### src/rtl/car_pkg.sv
// car_pkg: shared definitions for the car position update scheduler.
//   NUM_CARS_DEF  - default number of cars
//   POS_W/SPD_W   - position and speed widths
//   MAX_CARS      - storage depth, set by the 4-bit car index
//   car_state_t   - sweep FSM state encoding
//   reset_x/reset_y/reset_speed - per-car reset tables
package car_pkg;

  localparam int NUM_CARS_DEF = 10;
  localparam int POS_W        = 6;
  localparam int SPD_W        = 6;
  localparam int IDX_W        = 4;
  localparam int MAX_CARS     = 16;

  typedef enum logic [1:0] {
    ST_IDLE   = 2'd0,
    ST_UPDATE = 2'd1,
    ST_DONE   = 2'd2
  } car_state_t;

  function automatic logic [POS_W-1:0] reset_x(input logic [IDX_W-1:0] idx);
    return POS_W'(idx) + POS_W'(1);
  endfunction

  // Lane table; slots 10..15 continue upward so larger builds stay distinct.
  function automatic logic [POS_W-1:0] reset_y(input logic [IDX_W-1:0] idx);
    case (idx)
      4'd0:    return 6'd1;
      4'd1:    return 6'd2;
      4'd2:    return 6'd3;
      4'd3:    return 6'd4;
      4'd4:    return 6'd5;
      4'd5:    return 6'd8;
      4'd6:    return 6'd9;
      4'd7:    return 6'd10;
      4'd8:    return 6'd11;
      4'd9:    return 6'd12;
      4'd10:   return 6'd13;
      4'd11:   return 6'd14;
      4'd12:   return 6'd15;
      4'd13:   return 6'd16;
      4'd14:   return 6'd17;
      default: return 6'd18;
    endcase
  endfunction

  function automatic logic [SPD_W-1:0] reset_speed(input logic [IDX_W-1:0] idx);
    return (idx == idx) ? SPD_W'(1) : SPD_W'(1);
  endfunction

endpackage

### src/rtl/car_tick_gen.sv
// car_tick_gen: slowdown counter producing one tick every c_SLOW_COUNT
// enabled clocks.
//   i_Clk     - clock, rising edge
//   i_Rst_L   - asynchronous active-low reset
//   i_Enable  - counter advances while high, holds while low
//   o_Tick    - one-cycle pulse in the enabled cycle where the count wraps
module car_tick_gen #(
  parameter int c_SLOW_COUNT  = 2000000,
  parameter int COUNTER_WIDTH = 26
) (
  input  logic i_Clk,
  input  logic i_Rst_L,
  input  logic i_Enable,
  output logic o_Tick
);

  localparam logic [COUNTER_WIDTH-1:0] TERM = COUNTER_WIDTH'(c_SLOW_COUNT - 1);

  logic [COUNTER_WIDTH-1:0] r_count;
  logic                     w_term;

  assign w_term = i_Enable && (r_count == TERM);
  assign o_Tick = w_term;

  always_ff @(posedge i_Clk or negedge i_Rst_L) begin
    if (!i_Rst_L) begin
      r_count <= '0;
    end else if (w_term) begin
      r_count <= '0;
    end else if (i_Enable) begin
      r_count <= r_count + COUNTER_WIDTH'(1);
    end
  end

endmodule

### src/rtl/car_update_sched.sv
// car_update_sched: periodically sweeps all cars, advancing each X by its
// speed, while sharing the single-port position store with a read port.
//
// State table:
//   ST_IDLE   | waiting for a tick
//   ST_UPDATE | one car per granted cycle, index 0..NUM_CARS-1
//   ST_DONE   | end-of-sweep pulse, back to idle
//
// Ports:
//   i_Clk, i_Rst_L                  - clock, async active-low reset
//   i_Enable                        - tick counter run enable
//   i_Cfg_Wr/i_Cfg_Idx/i_Cfg_Speed  - per-car speed write
//   i_Rd_Req/i_Rd_Idx               - position read request (held until granted)
//   o_Rd_Valid/o_Rd_X/o_Rd_Y        - read response, one cycle after grant
//   o_Busy/o_Frame_Done/o_Overrun   - sweep active, sweep end, sticky dropped tick
//
// Build option: CAR_REVERSE_EN makes odd-indexed cars move toward lower X.
module car_update_sched
  import car_pkg::*;
#(
  parameter int NUM_CARS      = NUM_CARS_DEF,
  parameter int c_MAX_X       = 20,
  parameter int c_SLOW_COUNT  = 2000000,
  parameter int COUNTER_WIDTH = 26
) (
  input  logic             i_Clk,
  input  logic             i_Rst_L,
  input  logic             i_Enable,
  input  logic             i_Cfg_Wr,
  input  logic [IDX_W-1:0] i_Cfg_Idx,
  input  logic [SPD_W-1:0] i_Cfg_Speed,
  input  logic             i_Rd_Req,
  input  logic [IDX_W-1:0] i_Rd_Idx,
  output logic             o_Rd_Valid,
  output logic [POS_W-1:0] o_Rd_X,
  output logic [POS_W-1:0] o_Rd_Y,
  output logic             o_Busy,
  output logic             o_Frame_Done,
  output logic             o_Overrun
);

  localparam logic [IDX_W:0]   NCARS    = (IDX_W+1)'(NUM_CARS);
  localparam logic [IDX_W-1:0] LAST_IDX = IDX_W'(NUM_CARS - 1);
  localparam logic [POS_W:0]   MAX_X    = (POS_W+1)'(c_MAX_X);

  car_state_t       r_state;
  logic [IDX_W-1:0] r_idx;
  logic             r_upd_turn;
  logic             r_busy;
  logic             r_frame_done;
  logic             r_overrun;
  logic [POS_W-1:0] r_x     [MAX_CARS];
  logic [SPD_W-1:0] r_speed [MAX_CARS];
  logic             r_rd_valid;
  logic [POS_W-1:0] r_rd_x;
  logic [POS_W-1:0] r_rd_y;

  logic             w_tick;
  logic             w_conflict;
  logic             w_grant_rd;
  logic             w_grant_upd;
  logic [POS_W-1:0] w_cur_x;
  logic [SPD_W-1:0] w_cur_spd;
  logic [POS_W:0]   w_sum;
  logic [POS_W-1:0] w_new_x;

  car_tick_gen #(
    .c_SLOW_COUNT (c_SLOW_COUNT),
    .COUNTER_WIDTH(COUNTER_WIDTH)
  ) u_tick (
    .i_Clk   (i_Clk),
    .i_Rst_L (i_Rst_L),
    .i_Enable(i_Enable),
    .o_Tick  (w_tick)
  );

  // Store has one access per cycle; on conflict r_upd_turn alternates,
  // and any conflict-free cycle puts the read first again.
  assign w_conflict  = (r_state == ST_UPDATE) && i_Rd_Req;
  assign w_grant_rd  = i_Rd_Req && !(w_conflict && r_upd_turn);
  assign w_grant_upd = (r_state == ST_UPDATE) && !(i_Rd_Req && !r_upd_turn);

  assign w_cur_x   = r_x[r_idx];
  assign w_cur_spd = r_speed[r_idx];
  assign w_sum     = {1'b0, w_cur_x} + {1'b0, w_cur_spd};

`ifdef CAR_REVERSE_EN
  localparam logic [POS_W-1:0] MAX_X_M1 = POS_W'(c_MAX_X - 1);
  logic [POS_W-1:0] w_fwd_x;
  logic [POS_W-1:0] w_rev_x;
  assign w_fwd_x = (w_sum < MAX_X) ? w_sum[POS_W-1:0] : '0;
  assign w_rev_x = (w_cur_x >= w_cur_spd) ? (w_cur_x - w_cur_spd) : MAX_X_M1;
  assign w_new_x = r_idx[0] ? w_rev_x : w_fwd_x;
`else
  assign w_new_x = (w_sum < MAX_X) ? w_sum[POS_W-1:0] : '0;
`endif

  always_ff @(posedge i_Clk or negedge i_Rst_L) begin
    if (!i_Rst_L) begin
      r_state      <= ST_IDLE;
      r_idx        <= '0;
      r_upd_turn   <= 1'b0;
      r_busy       <= 1'b0;
      r_frame_done <= 1'b0;
      r_overrun    <= 1'b0;
      for (int i = 0; i < MAX_CARS; i++) begin
        r_x[i] <= (i < NUM_CARS) ? reset_x(IDX_W'(i)) : '0;
      end
    end else begin
      r_frame_done <= 1'b0;
      r_upd_turn   <= w_conflict ? !r_upd_turn : 1'b0;
      if (w_tick && r_busy) begin
        r_overrun <= 1'b1;
      end
      case (r_state)
        ST_IDLE: begin
          if (w_tick) begin
            r_state <= ST_UPDATE;
            r_idx   <= '0;
            r_busy  <= 1'b1;
          end
        end
        ST_UPDATE: begin
          if (w_grant_upd) begin
            r_x[r_idx] <= w_new_x;
            if (r_idx == LAST_IDX) begin
              r_state      <= ST_DONE;
              r_frame_done <= 1'b1;
            end else begin
              r_idx <= r_idx + IDX_W'(1);
            end
          end
        end
        ST_DONE: begin
          r_state <= ST_IDLE;
          r_busy  <= 1'b0;
        end
        default: begin
          r_state <= ST_IDLE;
          r_busy  <= 1'b0;
        end
      endcase
    end
  end

  // A write landing on the car being updated this cycle is not seen by the
  // update (it already used the old value), so it applies next sweep.
  always_ff @(posedge i_Clk or negedge i_Rst_L) begin
    if (!i_Rst_L) begin
      for (int i = 0; i < MAX_CARS; i++) begin
        r_speed[i] <= (i < NUM_CARS) ? reset_speed(IDX_W'(i)) : '0;
      end
    end else if (i_Cfg_Wr && ({1'b0, i_Cfg_Idx} < NCARS)) begin
      r_speed[i_Cfg_Idx] <= i_Cfg_Speed;
    end
  end

  always_ff @(posedge i_Clk or negedge i_Rst_L) begin
    if (!i_Rst_L) begin
      r_rd_valid <= 1'b0;
      r_rd_x     <= '0;
      r_rd_y     <= '0;
    end else begin
      r_rd_valid <= w_grant_rd;
      if (w_grant_rd) begin
        if ({1'b0, i_Rd_Idx} < NCARS) begin
          r_rd_x <= r_x[i_Rd_Idx];
          r_rd_y <= reset_y(i_Rd_Idx);
        end else begin
          r_rd_x <= '0;
          r_rd_y <= '0;
        end
      end
    end
  end

  assign o_Rd_Valid   = r_rd_valid;
  assign o_Rd_X       = r_rd_x;
  assign o_Rd_Y       = r_rd_y;
  assign o_Busy       = r_busy;
  assign o_Frame_Done = r_frame_done;
  assign o_Overrun    = r_overrun;

endmodule
### config.mk
export PLATFORM = sky130hd
export DESIGN_NAME = car_update_sched
export DESIGN_NICKNAME = d
export VERILOG_FILES = /design/src/rtl/car_pkg.sv /design/src/rtl/car_tick_gen.sv /design/src/rtl/car_update_sched.sv
export SDC_FILE = /design/constraint.sdc
export NUM_CORES = 1
export LEC_CHECK = 0
export CAP_MARGIN = 10
export CORE_ASPECT_RATIO = 0.8
export CORE_MARGIN = 1
export CORE_UTILIZATION = 55
export CTS_CLUSTER_DIAMETER = 80
export CTS_CLUSTER_SIZE = 8
export DETAILED_ROUTE_END_ITERATION = 16
export PLACE_DENSITY_LB_ADDON = 0.3
export REMOVE_ABC_BUFFERS = 1
export SLEW_MARGIN = 30
export SYNTH_ARGS = -nofsm -noshare
export SYNTH_HDL_FRONTEND = slang
export SYNTH_SLANG_ARGS = --single-unit
### constraint.sdc
create_clock -name i_Clk -period 10.1 [get_ports i_Clk]
set_input_delay 2.02 -clock i_Clk [delete_from_list [all_inputs] [get_ports i_Clk]]
set_output_delay 2.02 -clock i_Clk [all_outputs]
set_load 0.01 [all_outputs]
==> impl_metrics.sql, run 1 <==
INSERT INTO impl_metrics (metric_group, metric, value, unit) VALUES
('sta', 'setup-violations-final', '0', ''),
('setup_path', 'rrSetupSlack', '4.98', 'ns'),
('sta', 'timing.clock.skew', '0.01193', 'ns'),
('floorplanning', 'num_io_pins', '35', ''),
('cts', 'clock_sink_count', '240', ''),
('floorplanning', 'core_area', '19910', 'um^2'),
('hold_path', 'worst_hold_path.num_cells', '0', ''),
('setup_path', 'worst_path_largest_cell_delay', '0.72', 'ns'),
('cts', 'cts_setup_buffers', '0', ''),
('sta', 'maxSlewHeadroom', '0.3719', ''),
('synthesis', 'synth_area', '11220', 'um^2'),
('floorplanning', 'start_util', '0.5636', ''),
('job', 'cap_viol_max_count', '0', ''),
('setup_path', 'cp_cell_sequence', 'buf_4 -> mux4_2 -> mux4_2 -> ha_1 -> fa_1 -> a211o_1 -> a2111oi_0 -> mux2_2 -> nand4_1 -> o21ai_0', ''),
('sta', 'final_count_of_pins_violating_max_slew', '0', ''),
('floorplanning', 'num_rows', '46', ''),
('hold_path', 'worst_hold_path.endpoint', 'r_speed[2]', ''),
('power', 'power-per-cell-area', '186.0', 'nW/um^2'),
('cts', 'cts.root.buffer_cell', 'clkbuf_16', ''),
('setup_path', 'critical_path_required', '10.49', 'ns'),
('sta', 'worstMarginPinSlew', '0.9344', 'ns'),
('synthesis', 'number_of_synthesis_warnings', '0', ''),
('hold_path', 'min-delay-start', 'r_speed[2]', ''),
('sta', 'fin_setup_tns', '0', 'ns'),
('cells_and_area', 'layout-drive-gt1-share', '0.2370', ''),
('cells_and_area', 'multi_input_combinational_cell_area', '4773', 'um^2'),
('cells_and_area', 'diodes', '0', ''),
('synthesis', 'cell_types_occupying_the_most_area_after_synthesis', 'dfrtp_1 47%, mux4_2 14%, dfstp_2 6.3%', ''),
('power', 'leakagePower', '5.374', 'nW'),
('synthesis', 'synth_top_area_frac', '0.4749', ''),
('cells_and_area', 'syn2layout_area_growth', '12.52', '%'),
('cts', 'post_cts_hold_buffer_count', '0', ''),
('floorplanning', 'die_area', '20990', 'um^2'),
('drt', 'antenna_violating_nets_left', '0', ''),
('cts', 'clock_input_transition_at_the_sequential_cells_of_the_worst_setup_and_hold_paths', '0.05', 'ns'),
('grt', 'number_of_global_route_vias_before_repair', '7089', ''),
('setup_path', 'crit_type', 'register to register', ''),
('setup_path', 'worst_ep_arrival_time', '5.50', 'ns'),
('drt', 'detailedRoute.firstPassIterationCount', '7', ''),
('cts', 'cts_made_buffers', '35', ''),
('sta', 'fin_crit_sh', '0.5065', ''),
('synthesis', 'syn-mean-instance-area', '12.32', 'um^2'),
('synthesis', 'synth_cell_type_count', '55', ''),
('cells_and_area', 'register_area', '6045', 'um^2'),
('power', 'ir_worst_vdd', '0.1469', 'mV'),
('setup_path', 'timing.critical_path.slowest_stage_cell', 'buf_4', ''),
('sta', 'grt_setup_unrepaired', 'no', ''),
('setup_path', 'r2r_end', 'r_x[10]', ''),
('cts', 'htree_levels', '2', ''),
('synthesis', 'ys_seq_elements', '240', ''),
('synthesis', 'synth_enable_flop_cells', '0', ''),
('setup_path', 'start_kind', 'register', ''),
('cts', 'worstSkewPairLatency', '0.50', 'ns'),
('drt', 'avg_wl_per_cell', '20.33', 'um'),
('grt', 'grt_antenna_before_repair', '0', ''),
('cts', 'cts.repair.resized', '0', ''),
('synthesis', 'syn_inst', '911', ''),
('synthesis', 'yosysSeqAreaShare', '0.5381', ''),
('sta', 'post-route-min-period', '5.116', 'ns'),
('grt', 'grt_util_all_layers', '0.2435', ''),
('cells_and_area', 'final_cell_count_no_fill', '1184', ''),
('cts', 'tritoncts', 'done', ''),
('floorplanning', 'die_x', '161.7', 'um'),
('setup_path', 'r2r.worst_path.cells', '10', ''),
('grt', 'maximum_number_of_pins_on_one_net_before_global_route_repair', '130', ''),
('placed_design', 'place_congestion', '0.8113', ''),
('cells_and_area', 'fin_nets', '929', ''),
('outcome', 'status', 'complete, no violations', ''),
('drt', 'drt_drc_violations_left', '0', ''),
('drt', 'num_vias', '7129', ''),
('grt', 'grt_first_pass_wirelength', '38870', 'um');
## flip-flops by register name, summed over array words and instances, names as in the netlist, 2 cells and up
signal and cells:
o_Rd_Y 5, r_x 96, r_idx 4, o_Rd_X 6, u_tick.r_count 26, r_speed 96
r_state 2
## worst max-delay path, delay by kind of cell (launching register included)
family | cells | cell delay, ns
AOI/OAI and AO/OA | 3 | 1.13
adders and majority gates | 2 | 0.68
buffers and inverters | 1 | 0.72
DFF | 1 | 0.55
muxes | 3 | 1.39
and+or+nand+nor | 1 | 0.51
## worst max path at each step
| stage | cells past startpoint | endpoint |
|---|---|---|
| final | 10 | r_x[10] |
| after detailed placement | 10 | r_x[10] |
| after global routing | 10 | r_x[40] |
| after CTS | 10 | r_x[10] |
| after global placement | 10 | r_x[40] |
| after floorplan | 9 | r_x[40] |
## layer usage
layer / global-route usage / wire (um)
met5: 0 / 0
met4: 0.07381 / 506
met3: 0.05435 / 1663
met2: 0.3621 / 10760
met1: 0.3623 / 11140
## report_power, final
| group | switching [mW] | internal (mW) |
|---|---|---|
| sequential | 0.0403 | 1.04 |
| clock | 0.400 | 0.675 |
| combinational | 0.0962 | 0.0986 |
## through the flow
step / hold WS [ns] / setup WS (ns) / utilization / total power, mW
2_1_floorplan: 0.3488 / 4.734 / - / 1.203
3_3_place_gp: 0.3597 / 5.187 / 0.5812 / 1.275
3_5_place_dp: 0.3625 / 4.989 / 0.5812 / 1.284
4_1_cts: 0.3728 / 4.992 / 0.6322 / 2.367
5_1_grt: 0.3781 / 4.589 / 0.6341 / 2.436
6_report: 0.3693 / 4.984 / 0.6341 / 2.349
## logic make-up after synthesis
logic type,count (synthesis),share of synthesized area
adders and majority gates,14,0.01628
AOI/OAI and AO/OA,145,0.07169
other,1,0.0003341
muxes,141,0.2128
xor gates and xnor gates,20,0.01561
buffers and inverters,106,0.03813
DFF,240,0.5381
and+or+nand+nor,244,0.1070
## final cells by class
cell class / count / area share
Sequential cell: 240 / 0.4786
Multi-Input combinational cell: 565 / 0.3780
Clock buffer: 61 / 0.08045
Timing Repair Buffer: 41 / 0.03289
Tap cell: 264 / 0.02616
Inverter: 13 / 0.003864
## cells in the final DEF, fill, tap and decap left out, types with 3 or more instances in the layout
| cell | instances |
|---|---|
| a21o_1 | 4 |
| a21oi_1 | 13 |
| a31oi_1 | 5 |
| and2_1 | 20 |
| and3_1 | 9 |
| and4_1 | 5 |
| buf_4 | 7 |
| clkbuf_1 | 24 |
| clkbuf_16 | 37 |
| clkdlybuf4s50_1 | 32 |
| dfrtp_1 | 211 |
| dfstp_2 | 27 |
| ha_1 | 13 |
| inv_1 | 13 |
| mux2_2 | 61 |
| mux2i_1 | 8 |
| mux4_2 | 72 |
| nand2_1 | 131 |
| nand2b_1 | 4 |
| nand3_1 | 24 |
| nand3b_1 | 3 |
| nand4_1 | 13 |
| nor2_1 | 12 |
| nor2b_1 | 5 |
| o21ai_0 | 107 |
| xnor2_1 | 16 |
| xor2_1 | 4 |
Power figures use the tool's default switching activity.
==> run 2, diff against run 1 <==
==> constraint.sdc (replaced) <==
create_clock -name i_Clk -period 5.3 [get_ports i_Clk]
set_input_delay 1.06 -clock i_Clk [delete_from_list [all_inputs] [get_ports i_Clk]]
set_output_delay 1.06 -clock i_Clk [all_outputs]
set_load 0.01 [all_outputs]
==> run 2 against run 1 <==
Sequential power rose by 91%. Total power rose by 91%. Count of clock-buffer cells in the layout rose by 1. Die area did not move. Clock power rose by 92%. Worst setup slack got worse by 4.4 ns. Worst hold slack barely moved. Non-clock buffer count rose by 1. Maximum frequency rose by 7.9%. Final cell count rose by 0.34%. Critical path depth fell by 1. Cell area barely moved.
==> impl_metrics.sql, run 2 (same netlist as run 1, synthesis figures left out) <==
INSERT INTO impl_metrics (metric_group, metric, value, unit) VALUES
('outcome', 'status', 'complete, no violations', ''),
('grt', 'number_of_global_route_vias_before_repair', '7384', ''),
('cells_and_area', 'final_common_cell', 'dfrtp_1', ''),
('drt', 'antenna_violating_nets_left', '0', ''),
('sta', 'worstMarginPinSlew', '0.9895', 'ns'),
('placed_design', 'port-buffer-count', '33', ''),
('sta', 'fin_crit_sh', '0.8949', ''),
('floorplanning', 'die_area', '20990', 'um^2'),
('cts', 'cts_setup_buffers', '0', ''),
('floorplanning', 'die_height', '129.8', 'um'),
('cts', 'clk_path_buf_depth', '3', ''),
('sta', 'hold-worst-slack', '0.3696', 'ns'),
('setup_path', 'critical_path_required', '5.70', 'ns'),
('cells_and_area', 'filler_cell_count', '1513', ''),
('cts', 'htree_levels', '2', ''),
('placed_design', 'post_dp_cell_area', '11610', 'um^2'),
('cells_and_area', 'layout-drive-gt1-share', '0.2392', ''),
('cts', 'clock_sink_count', '240', ''),
('grt', 'grt_first_pass_wirelength', '40480', 'um'),
('floorplanning', 'die_x', '161.7', 'um'),
('drt', 'drt_drc_violations_left', '0', ''),
('sta', 'final_count_of_pins_violating_max_slew', '0', ''),
('cells_and_area', 'biggestRegsByFlops', 'r_speed: 96 flops, r_x: 96 flops, u_tick.r_count: 26 flops', ''),
('setup_path', 'cp_cell_sequence', 'mux4_2 -> mux4_2 -> ha_1 -> fa_1 -> a211o_1 -> a2111oi_0 -> mux2_2 -> nand4_1 -> o21ai_0', ''),
('placed_design', 'dpl.hpwl', '15770', 'um'),
('sta', 'maxSlewHeadroom', '0.3342', ''),
('setup_path', 'timing.critical_path.slowest_stage_cell', 'dfrtp_4', ''),
('sta', 'timing.clock.skew', '0.01536', 'ns'),
('power', 'power-per-cell-area', '355.2', 'nW/um^2'),
('cells_and_area', 'diodes', '0', ''),
('job', 'cap_viol_max_count', '0', ''),
('floorplanning', 'core_area', '19910', 'um^2'),
('cts', 'cts.repair.resized', '0', ''),
('grt', 'grt_antenna_before_repair', '0', ''),
('drt', 'met1_length', '11420', 'um'),
('drt', 'detailedRoute.firstPassIterationCount', '5', ''),
('drt', 'vias_per_cell', '6.126', ''),
('cts', 'post_cts_hold_buffer_count', '0', ''),
('placed_design', 'preCtsSetupSlack', '0.6131', 'ns'),
('drt', 'routed.top_layer', 'met4', ''),
('cts', 'cts_made_buffers', '35', ''),
('hold_path', 'hold_class', 'register to register', ''),
('drt', 'routed-wl-met2', '11020', 'um'),
('grt', 'grt_util_all_layers', '0.2532', ''),
('grt', 'maximum_number_of_pins_on_one_net_before_global_route_repair', '108', ''),
('placed_design', 'placed_cells', '1124', ''),
('sta', 'setup-violations-final', '0', ''),
('drt', 'met3WireLength', '1720', 'um'),
('drt', 'num_vias', '7278', ''),
('cts', 'worstSkewPairLatency', '0.51', 'ns'),
('cells_and_area', 'fin_nets', '930', ''),
('cells_and_area', 'final_cell_count_no_fill', '1188', ''),
('grt', 'grt.overflow.total', '0', ''),
('setup_path', 'worst_ep_arrival_time', '5.14', 'ns'),
('sta', 'grt_setup_unrepaired', 'no', ''),
('cells_and_area', 'stdcell_area', '12640', 'um^2'),
('power', 'leakagePower', '5.378', 'nW'),
('cells_and_area', 'register_area', '6046', 'um^2'),
('sta', 'fin_setup_tns', '0', 'ns'),
('floorplanning', 'start_util', '0.5636', ''),
('setup_path', 'cpMostUsedCell', 'mux4_2', ''),
('floorplanning', 'num_rows', '46', ''),
('setup_path', 'start_kind', 'register', ''),
('placed_design', 'place_congestion', '0.8369', ''),
('setup_path', 'worst_path_largest_cell_delay', '0.85', 'ns'),
('drt', 'drt_wl_total', '24780', 'um'),
('setup_path', 'worstPathMaxFanout', '36', ''),
('cts', 'clock_input_transition_at_the_sequential_cells_of_the_worst_setup_and_hold_paths', '0.05', 'ns'),
('drt', 'dr.first_iter.drc_count', '590', ''),
('setup_path', 'endpoint_kind', 'register', ''),
('sta', 'achievable-frequency', '210.8', 'MHz'),
('cts', 'tritoncts', 'done', ''),
('sta', 'post-route-min-period', '4.743', 'ns'),
('sta', 'final_hold_viol_count', '0', ''),
('floorplanning', 'num_io_pins', '35', ''),
('power', 'ir_worst_vdd', '0.2885', 'mV'),
('sta', 'final_critical_path_setup_slack', '0.5569', 'ns'),
('cells_and_area', 'multi_input_combinational_cell_area', '4772', 'um^2'),
('cts', 'cts.root.buffer_cell', 'clkbuf_16', ''),
('drt', 'avg_wl_per_cell', '20.86', 'um'),
('setup_path', 'crit_type', 'register to register', ''),
('cells_and_area', 'syn2layout_area_growth', '12.59', '%'),
('cells_and_area', 'layout_common_cells', '210 x dfrtp_1, 131 x nand2_1, 107 x o21ai_0, 72 x mux4_2, 61 x mux2_2', '');
-- run 2: changes by cell type in the layout (fill, tap and decap cells not counted), sizes merged --
cell,before,now
buf,9,10
inv,13,14
clkbuf,61,62
clkinv,0,1
-- run 2: critical path: cells and delay by family, from the launching register on --
| family | cells | cell delay [ns] |
|---|---|---|
| multiplexers | 3 | 1.37 |
| AO/OA/AOI/OAI | 3 | 1.15 |
| flip-flops | 1 | 0.85 |
| adder cells (fa/ha/maj) | 2 | 0.71 |
| AND/OR/NAND/NOR | 1 | 0.53 |
-- run 2: final cells by class --
type	count	area share
sequential	240	0.4785
multi-input combinational	565	0.3777
clock buffer	62	0.07902
timing repair buffer	42	0.03287
tap	264	0.02614
inverter	13	0.003862
clock inverter	2	0.001980
-- run 2: per-stage QoR --
step | total power, mW | utilization
2_1_floorplan | 2.293 | -
3_3_place_gp | 2.428 | 0.5828
3_5_place_dp | 2.446 | 0.5831
4_1_cts | 4.521 | 0.6345
5_1_grt | 4.662 | 0.6345
6_report | 4.488 | 0.6345
-- run 2: path summary, 6_finish.rpt --
kind | start | cells past startpoint | to | slack [ns]
max in group asynchronous | i_Rst_L | 2 | r_x[90] | 3.56
min in group asynchronous | i_Rst_L | 1 | o_Rd_Y[4] | 0.57
worst max register to register | r_idx[0] | 9 | r_x[22] | 0.56
worst max-delay path | r_idx[0] | 9 | r_x[22] | 0.56
worst min-delay path | r_speed[24] | 0 | r_speed[24] | 0.37
worst min register to register | r_speed[24] | 0 | r_speed[24] | 0.37
-- run 2: report_power, final --
group | leakage, nW | internal [mW] | switching [mW] | total (mW)
Combinational | 1.76 | 0.187 | 0.176 | 0.362
Sequential | 3.14 | 1.98 | 0.0821 | 2.06
Clock | 0.486 | 1.27 | 0.794 | 2.07
-- run 2: per-layer routing --
metal / GRT usage / vias to the layer above
met3: 0.05785 / 49
met4: 0.09545 / 0
li1: - / 3238
met5: 0 / -
met2: 0.3783 / 277
met1: 0.3669 / 3714
==> run 3, diff against run 2 <==
--- a/config.mk
+++ b/config.mk
@@ -10,10 +10,10 @@
 export CORE_MARGIN = 1
 export CORE_UTILIZATION = 55
 export CTS_CLUSTER_DIAMETER = 80
-export CTS_CLUSTER_SIZE = 8
 export DETAILED_ROUTE_END_ITERATION = 16
 export PLACE_DENSITY_LB_ADDON = 0.3
 export REMOVE_ABC_BUFFERS = 1
+export SKIP_LAST_GASP = 1
 export SLEW_MARGIN = 30
 export SYNTH_ARGS = -nofsm -noshare
 export SYNTH_HDL_FRONTEND = slang
==> run 3 against run 2 <==
Final cell count shrank 1.7%. Register-to-register slack gained 0.03 ns. Combinational power is essentially flat. Via count shrank 2.1%. Sequential share of layout area grew 1.0 points. Sequential power is essentially flat. Maximum frequency grew 0.59%. Largest power group is now registers.
==> impl_metrics.sql, run 3 (same netlist as run 1, synthesis figures left out) <==
INSERT INTO impl_metrics (metric_group, metric, value, unit) VALUES
('outcome', 'status', 'complete, no violations', ''),
('sta', 'final_critical_path_setup_slack', '0.5847', 'ns'),
('setup_path', 'worstPathMaxFanout', '36', ''),
('setup_path', 'cpMostUsedCell', 'mux4_2', ''),
('floorplanning', 'die_height', '129.8', 'um'),
('hold_path', 'hold_class', 'register to register', ''),
('floorplanning', 'die_x', '161.7', 'um'),
('power', 'leakagePower', '5.269', 'nW'),
('cells_and_area', 'fin_nets', '919', ''),
('cts', 'htree_levels', '1', ''),
('drt', 'vias_per_cell', '6.098', ''),
('sta', 'timing.clock.skew', '0.01932', 'ns'),
('floorplanning', 'num_rows', '46', ''),
('cells_and_area', 'syn2layout_area_growth', '10.27', '%'),
('setup_path', 'worst_ep_arrival_time', '5.13', 'ns'),
('cts', 'clock_sink_count', '240', ''),
('cells_and_area', 'final_common_cell', 'dfrtp_1', ''),
('cts', 'post_cts_hold_buffer_count', '0', ''),
('sta', 'fin_crit_sh', '0.8897', ''),
('setup_path', 'timing.critical_path.slowest_stage_cell', 'dfrtp_4', ''),
('setup_path', 'worst_path_largest_cell_delay', '0.87', 'ns'),
('cells_and_area', 'layout_common_cells', '211 x dfrtp_1, 131 x nand2_1, 107 x o21ai_0, 72 x mux4_2, 61 x mux2_2', ''),
('drt', 'drt_wl_total', '24040', 'um'),
('power', 'power-per-cell-area', '328.2', 'nW/um^2'),
('cts', 'clk_path_buf_depth', '3', ''),
('cells_and_area', 'stdcell_area', '12380', 'um^2'),
('sta', 'setup-violations-final', '0', ''),
('cts', 'cts.repair.resized', '0', ''),
('cells_and_area', 'utilization', '0.6215', ''),
('floorplanning', 'num_io_pins', '35', ''),
('drt', 'detailedRoute.firstPassIterationCount', '7', ''),
('setup_path', 'cp_cell_sequence', 'mux4_2 -> mux4_2 -> ha_1 -> fa_1 -> a211o_1 -> a2111oi_0 -> mux2_2 -> nand4_1 -> o21ai_0', ''),
('sta', 'final_count_of_pins_violating_max_slew', '0', ''),
('setup_path', 'path_delay_family', 'multiplexers', ''),
('cells_and_area', 'diodes', '0', ''),
('drt', 'drt_drc_violations_left', '0', ''),
('cells_and_area', 'layout-drive-gt1-share', '0.2389', ''),
('cells_and_area', 'filler_cell_count', '1533', ''),
('grt', 'grt_antenna_before_repair', '0', ''),
('cts', 'tritoncts', 'done', ''),
('sta', 'achievable-frequency', '212.1', 'MHz'),
('setup_path', 'endpoint_kind', 'register', ''),
('sta', 'worstMarginPinSlew', '0.9933', 'ns'),
('grt', 'grt.overflow.total', '0', ''),
('cts', 'worstSkewPairLatency', '0.53', 'ns'),
('placed_design', 'dpl.hpwl', '15770', 'um'),
('grt', 'number_of_global_route_vias_before_repair', '7072', ''),
('sta', 'final_hold_viol_count', '0', ''),
('setup_path', 'critical_path.n_buffers_inverters', '0', ''),
('cts', 'cts_setup_buffers', '0', ''),
('cells_and_area', 'biggestRegsByFlops', 'r_speed: 96 flops, r_x: 96 flops, u_tick.r_count: 26 flops', ''),
('grt', 'grt_first_pass_wirelength', '39290', 'um'),
('placed_design', 'port-buffer-count', '33', ''),
('sta', 'maxSlewHeadroom', '0.3317', ''),
('cts', 'cts.root.buffer_cell', 'clkbuf_16', ''),
('power', 'p_total', '4.062', 'mW'),
('floorplanning', 'core_area', '19910', 'um^2'),
('placed_design', 'post_dp_cell_area', '11610', 'um^2'),
('setup_path', 'start_kind', 'register', ''),
('grt', 'maximum_number_of_pins_on_one_net_before_global_route_repair', '108', ''),
('placed_design', 'preCtsSetupSlack', '0.6131', 'ns'),
('drt', 'antenna_violating_nets_left', '0', ''),
('floorplanning', 'die_area', '20990', 'um^2'),
('sta', 'grt_setup_unrepaired', 'no', ''),
('setup_path', 'critical_path_required', '5.71', 'ns'),
('floorplanning', 'start_util', '0.5636', ''),
('sta', 'post-route-min-period', '4.715', 'ns'),
('cts', 'cts_made_buffers', '24', ''),
('drt', 'avg_wl_per_cell', '20.58', 'um'),
('drt', 'dr.first_iter.drc_count', '726', ''),
('setup_path', 'crit_type', 'register to register', ''),
('cts', 'clock_input_transition_at_the_sequential_cells_of_the_worst_setup_and_hold_paths', '0.07', 'ns'),
('job', 'cap_viol_max_count', '0', ''),
('placed_design', 'place_congestion', '0.8369', ''),
('grt', 'grt_util_all_layers', '0.2440', ''),
('drt', 'num_vias', '7123', ''),
('power', 'ir_worst_vdd', '0.2439', 'mV');
[run 3: layout make-up]
cell class                 count  area (um^2)  area share
tap                          264        330.3     0.02669
timing repair buffer          42        415.4     0.03357
inverter                      13        48.80    0.003943
multi-input combinational    565         4772      0.3856
sequential                   240         6045      0.4884
clock buffer                  41        745.7     0.06026
clock inverter                 3        18.77    0.001517
[run 3: worst paths after layout]
kind | slack (ns) | from | to | depth (start not counted)
max in group asynchronous | 3.58 | i_Rst_L | r_speed[42] | 2
hold / removal | 0.37 | r_speed[9] | r_speed[9] | 0
hold reg to reg | 0.37 | r_speed[9] | r_speed[9] | 0
setup / recovery | 0.58 | r_idx[0] | r_x[10] | 9
setup reg to reg | 0.58 | r_idx[0] | r_x[10] | 9
min in group asynchronous | 0.55 | i_Rst_L | o_Rd_Y[4] | 1
[run 3: power by group]
group / total (mW) / leakage (nW) / switching, mW / internal [mW]
Sequential: 2.05 / 3.14 / 0.0796 / 1.97
Combinational: 0.359 / 1.76 / 0.173 / 0.187
Clock: 1.65 / 0.375 / 0.694 / 0.954
[run 3: stage by stage]
stage	hold WS (ns)	instances	setup TNS [ns]
6_report	0.3737	1168	0
5_1_grt	0.3851	1168	0
4_1_cts	0.3768	1168	0
3_5_place_dp	0.3630	1124	0
3_3_place_gp	0.3598	1124	0
2_1_floorplan	0.3488	818	-1.013
[run 3: layer usage]
| metal | global-route usage | wire length [um] |
|---|---|---|
| met5 | 0 | 0 |
| met4 | 0.07880 | 648 |
| met3 | 0.04323 | 1652 |
| met2 | 0.3641 | 10640 |
| met1 | 0.3678 | 11100 |
